==> src/rtl/pipeline_ctrl_pkg.sv <==
// Shared types and defaults for the Core101 stall/flush sequencer.
package pipeline_ctrl_pkg;

    typedef enum logic [2:0] {
        RUN       = 3'd0,
        IMEM_WAIT = 3'd1,
        LSU_WAIT  = 3'd2,
        FLUSH     = 3'd3,
        DRAIN     = 3'd4,
        HALT      = 3'd5
    } state_t;

    localparam int FLUSH_CYCLES_DEF = 1;
    localparam int DRAIN_CYCLES_DEF = 4;

    typedef struct packed {
        logic pc;
        logic if_id;
        logic id_is;
        logic is_ex;
        logic ex_wb;
    } sets_t;

endpackage

==> src/rtl/pipeline_ctrl_sat_counter.sv <==
// Saturating up-counter with synchronous clear, for perf counters.
module sat_counter #(
    parameter int W = 16
) (
    input  logic         clk,
    input  logic         clr,
    input  logic         en,
    output logic [W-1:0] count
);

    always_ff @(posedge clk) begin
        if (clr) begin
            count <= '0;
        end else if (en && (count != {W{1'b1}})) begin
            count <= count + 1'b1;
        end
    end

endmodule

==> src/rtl/pipeline_ctrl.sv <==
// Stall/flush sequencer for the Core101 IF/ID/IS/EX/WB pipeline.
module pipeline_ctrl
    import pipeline_ctrl_pkg::*;
#(
    parameter int FLUSH_CYCLES = FLUSH_CYCLES_DEF,
    parameter int DRAIN_CYCLES = DRAIN_CYCLES_DEF,
    parameter int CNT_W        = 16
) (
    input  logic             clock_in,
    input  logic             reset_in,
    input  logic             imem_ready_in,
    input  logic             lsu_busy_in,
    input  logic             load_use_in,
    input  logic             bru_flush_in,
    input  logic             halt_req_in,
    input  logic             resume_in,
    output logic             pc_set_out,
    output logic             if_id_set_out,
    output logic             id_is_set_out,
    output logic             is_ex_set_out,
    output logic             ex_wb_set_out,
    output logic             if_id_flush_out,
    output logic             id_is_flush_out,
    output logic             is_ex_bubble_out,
    output logic             wb_kill_out,
    output logic             halted_out,
    output logic [2:0]       state_out,
    output logic [CNT_W-1:0] stall_cnt_out
);

    localparam logic [3:0] FLUSH_LD = 4'(FLUSH_CYCLES);
    localparam logic [3:0] DRAIN_LD = 4'(DRAIN_CYCLES);

    state_t     state;
    state_t     state_nx;
    logic [3:0] cnt;
    logic [3:0] cnt_nx;
    sets_t      sets;
    logic       if_id_flush;
    logic       id_is_flush;
    logic       bubble;
    logic       kill;
    logic       stall_en;

    always_comb begin
        state_nx    = state;
        cnt_nx      = cnt;
        sets        = '1;
        if_id_flush = 1'b0;
        id_is_flush = 1'b0;
        bubble      = 1'b0;
        kill        = 1'b0;
        unique case (state)
            RUN: begin
                if (bru_flush_in) begin
                    if_id_flush = 1'b1;
                    id_is_flush = 1'b1;
                    cnt_nx      = FLUSH_LD;
                    state_nx    = FLUSH;
                end else if (lsu_busy_in) begin
                    sets     = '0;
                    kill     = 1'b1;
                    state_nx = LSU_WAIT;
                end else if (load_use_in) begin
                    sets.pc    = 1'b0;
                    sets.if_id = 1'b0;
                    sets.id_is = 1'b0;
                    bubble     = 1'b1;
                end else if (!imem_ready_in) begin
                    sets.pc     = 1'b0;
                    if_id_flush = 1'b1;
                    state_nx    = IMEM_WAIT;
                end else if (halt_req_in) begin
                    cnt_nx   = DRAIN_LD;
                    state_nx = DRAIN;
                end
            end
            IMEM_WAIT: begin
                if (bru_flush_in) begin
                    if_id_flush = 1'b1;
                    id_is_flush = 1'b1;
                    cnt_nx      = FLUSH_LD;
                    state_nx    = FLUSH;
                end else if (imem_ready_in) begin
                    state_nx = RUN;
                end else begin
                    sets.pc     = 1'b0;
                    if_id_flush = 1'b1;
                end
            end
            LSU_WAIT: begin
                if (lsu_busy_in) begin
                    sets = '0;
                    kill = 1'b1;
                end else begin
                    state_nx = RUN;
                end
            end
            FLUSH: begin
                // IFU refetches from the redirect target while IF/ID stays clear
                if_id_flush = 1'b1;
                cnt_nx      = cnt - 4'd1;
                if (cnt <= 4'd1) begin
                    state_nx = RUN;
                end
            end
            DRAIN: begin
                if (bru_flush_in) begin
                    if_id_flush = 1'b1;
                    id_is_flush = 1'b1;
                    cnt_nx      = DRAIN_LD;
                end else begin
                    sets.pc     = 1'b0;
                    if_id_flush = 1'b1;
                    cnt_nx      = cnt - 4'd1;
                    if (cnt <= 4'd1) begin
                        state_nx = HALT;
                    end
                end
            end
            HALT: begin
                sets = '0;
                kill = 1'b1;
                if (resume_in) begin
                    state_nx = RUN;
                end
            end
            default: state_nx = RUN;
        endcase
        if (reset_in) begin
            sets        = '0;
            if_id_flush = 1'b1;
            id_is_flush = 1'b1;
            bubble      = 1'b0;
            kill        = 1'b1;
        end
    end

    always_ff @(posedge clock_in) begin
        if (reset_in) begin
            state <= RUN;
            cnt   <= '0;
        end else begin
            state <= state_nx;
            cnt   <= cnt_nx;
        end
    end

    assign stall_en = (sets != '1) && (state != HALT);

    sat_counter #(.W(CNT_W)) stall_ctr (
        .clk   (clock_in),
        .clr   (reset_in),
        .en    (stall_en),
        .count (stall_cnt_out)
    );

    assign pc_set_out       = sets.pc;
    assign if_id_set_out    = sets.if_id;
    assign id_is_set_out    = sets.id_is;
    assign is_ex_set_out    = sets.is_ex;
    assign ex_wb_set_out    = sets.ex_wb;
    assign if_id_flush_out  = if_id_flush;
    assign id_is_flush_out  = id_is_flush;
    assign is_ex_bubble_out = bubble;
    assign wb_kill_out      = kill;
    assign halted_out       = (state == HALT) && !reset_in;
    assign state_out        = state;

endmodule

==> config.mk <==
export PLATFORM = sky130hd
export DESIGN_NAME = pipeline_ctrl
export DESIGN_NICKNAME = d
export VERILOG_FILES = /design/src/rtl/pipeline_ctrl_pkg.sv /design/src/rtl/pipeline_ctrl_sat_counter.sv /design/src/rtl/pipeline_ctrl.sv
export SDC_FILE = /design/constraint.sdc
export NUM_CORES = 1
export LEC_CHECK = 0
export ABC_AREA = 0
export CAP_MARGIN = 20
export CORE_ASPECT_RATIO = 1.75
export CORE_MARGIN = 3
export CORE_UTILIZATION = 45
export CTS_CLUSTER_DIAMETER = 50
export DETAILED_ROUTE_END_ITERATION = 7
export HOLD_SLACK_MARGIN = 0.15
export PLACE_DENSITY = 0.83
export SETUP_SLACK_MARGIN = 0.1
export SLEW_MARGIN = 5
export SYNTH_ARGS = -nofsm -noshare
export SYNTH_HDL_FRONTEND = slang
export SYNTH_HIERARCHICAL = 1
export SYNTH_SLANG_ARGS = --single-unit
==> constraint.sdc <==
create_clock -name clock_in -period 3.3 [get_ports clock_in]
set_input_delay 0.825 -clock clock_in [delete_from_list [all_inputs] [get_ports clock_in]]
set_output_delay 0.825 -clock clock_in [all_outputs]
set_load 0.005 [all_outputs]
==> qor.txt <==
Hold WS = 0.4889 ns
Yosys reg bits = 23
Clock sink count = 23
Vias in the first global route = 1792
EDFF count, synth = 0
Reg2Reg Depth = 9
Drt via density = 5.963
Final Setup Violations = 0
Design Area, Final = 2167 um2
Cell taking the most area after synthesis = dfxtp_1
HPWL after detailed placement = 3.300 mm
Core area = 3433 um2
Die footprint = 4434 um2
Most common library cells after synthesis = dfxtp_1, nor2_1, a21oi_1
Worst r2r dst = stall_ctr/count[9]$_SDFFE_PP0P_
Post-Syn Area = 1640 um2
Pre-CTS setup slack = -0.06066 ns
Area delta synth->final = 32.11%
Synth top area share = 28.07%
Largest net degree at the start of global routing = 23
Antenna cells = 0
Slew margin rel. = 47.94%
Remaining antenna violation count = 0
Initial antenna violation count = 0
WL/cell = 14.37 um
Synth unique cells = 56
Post-Syn Nets = 224
Final period utilization = 95.76%
Fmax = 0.3164 GHz
VDD IR max = 0.2115 mV
Status = completed
Final slew viol count = 0
Kind of critical path = input pin to output port
Ys Warns = 6
Clock Tree Buf Depth = 2
Async S/R FF share, synth = 0%
Clk slew on worst S/H paths = 0.07 ns
Final wirelength = 4.311 mm
Arrival time at the worst endpoint = 2.34 ns
Final min period = 3.160 ns
Port bufs = 36
Nets = 267
Row Count = 28
# DRC = 0
Worst-Skew Late Latency = 0.26 ns
Gpl congestion = 0.8583
Worst hold path type = flop to flop
RSZ-0062 raised after global routing = yes
Internal reg-to-reg setup slack = 0.84 ns
Routed vias = 1789
Initial DRT Pass Iterations = 4
Global-route wire length before repair = 7.403 mm
RR Startpoint = state_out[2]$_SDFFE_PP0P_
IO Pins = 37
Total power = 0.7512 mW
Cells after synthesis = 213
Die Ht = 85.87 um
Setup crit start = reset_in
Most frequent cell after synthesis = dfxtp_1
Final hold vios = 0
Required time of the worst setup path = 2.47 ns
Root Buffer = clkbuf_8
Crit path to = halted_out
Initial Utilization = 47.78%
CP Launch Type = input pin
CTS tree = built
Clk_skew = 0.003736 ns
Max Cap Viol = 0
Cts bufs inserted = 3
Power Density = 346.6 nW/um2
Pleak = 0.8062 nW
Placed inst area = 2098 um2
Pin slew with the least headroom to its limit = 0.7751 ns
Setup ws final = 0.1398 ns
Post-CTS Setup Bufs = 0
H-tree levels = 1
Total GRT Usage = 21.05%
DR iter-0 viols = 39
Main flop type after synthesis = dfxtp_1
Top post-synthesis cells by area = dfxtp_1, a21oi_1, o21ai_0, nor2_1, o31ai_1
Crit Path Max Fanout = 6
Synth Area per Inst = 7.701 um2
Grt total ovfl = 0
Critical Path Sink Type = output port
Hold buffers post-CTS = 0
Share of layout cells above drive strength 1 = 13.73%
DIE WIDTH = 51.64 um
Sequential share of the synthesized area = 28.07%
[power breakdown]
part	total, mW	switching [mW]	internal [mW]
combinational	0.261	0.134	0.127
sequential	0.318	0.0240	0.294
clock	0.172	0.0855	0.0861
total	0.751	0.244	0.507
[area by class of cell]
cell class,instances,area (um2)
inverter,11,41.29
tap,45,56.30
clock buffer,4,45.04
multi-input combinational,164,1070
sequential,23,460.4
timing repair buffer,53,494.2
fill,321,1266
[critical path, cell delays in order]
cell             delay (ns)
clkdlybuf4s50_1        0.53
buf_4                  0.22
nor3_1                 0.20
clkdlybuf4s50_1        0.55
[flip-flops by register name, summed over array words and instances (netlist names)]
name	flops
state_out	3
stall_ctr/count	16
cnt	4
[cell families (layout without fill, tap and decap cells)]
group | count (synthesis) | in the layout | share of synthesized area, %
compound gates | 65 | 65 | 26.62
simple gates | 92 | 92 | 32.88
xor+xnor | 2 | 2 | 1.068
buf+inv | 26 | 68 | 7.780
mux | 2 | 2 | 1.297
fa+ha+maj | 3 | 3 | 2.289
flops | 23 | 23 | 28.07
[per-layer routing]
layer	GRT usage, %	up-vias	wire [um]
li1	-	882	-
met1	21.06	842	1623
met2	40.60	58	2428
met3	2.957	7	205
met4	9.547	0	53
met5	0	-	0
[worst min path at each step]
stage	startpoint	slack, ns	to	cells past startpoint
5_1_grt	cnt[3]$_SDFFE_PP0P_	0.52	cnt[3]$_SDFFE_PP0P_	1
3_5_place_dp	cnt[3]$_SDFFE_PP0P_	0.48	cnt[3]$_SDFFE_PP0P_	1
4_1_cts	cnt[3]$_SDFFE_PP0P_	0.49	cnt[3]$_SDFFE_PP0P_	1
3_3_place_gp	cnt[3]$_SDFFE_PP0P_	0.47	cnt[3]$_SDFFE_PP0P_	1
2_1_floorplan	cnt[3]$_SDFFE_PP0P_	0.45	cnt[3]$_SDFFE_PP0P_	1
6_report	cnt[3]$_SDFFE_PP0P_	0.49	cnt[3]$_SDFFE_PP0P_	1
[per-stage QoR]
stage / util, % / setup TNS (ns) / std cells
after detailed placement: 61.12 / -0.1220 / 296
final: 63.12 / 0 / 300
after CTS: 62.61 / 0 / 300
after global placement: 61.12 / -0.03452 / 296
after floorplan: - / 0 / 213
after global routing: 63.12 / 0 / 300
[cell usage in the layout (no fill, tap or decap), drive strengths merged, types with 3 or more instances in the layout]
cell type,instances
dlymetal6s2s,4
o21ai,16
inv,11
dfxtp,23
nor2,20
nor4,4
dlygate4sd2,3
a21oi,18
o31ai,8
clkbuf,4
and4,3
buf,17
nand3,6
or3,5
nor3,9
nand2b,3
a311oi,3
nor2b,5
o21a,3
nand2,15
a211oi,3
clkdlybuf4s50,29
or4,7
nand4,6
ha,3
[timing repair]
action,in CTS,in global routing
endpoints found under the setup margin,7,6
gates resized for setup,5,6
pin swaps,0,1
hold endpoints to repair,0,0
Power figures use the tool's default switching activity.
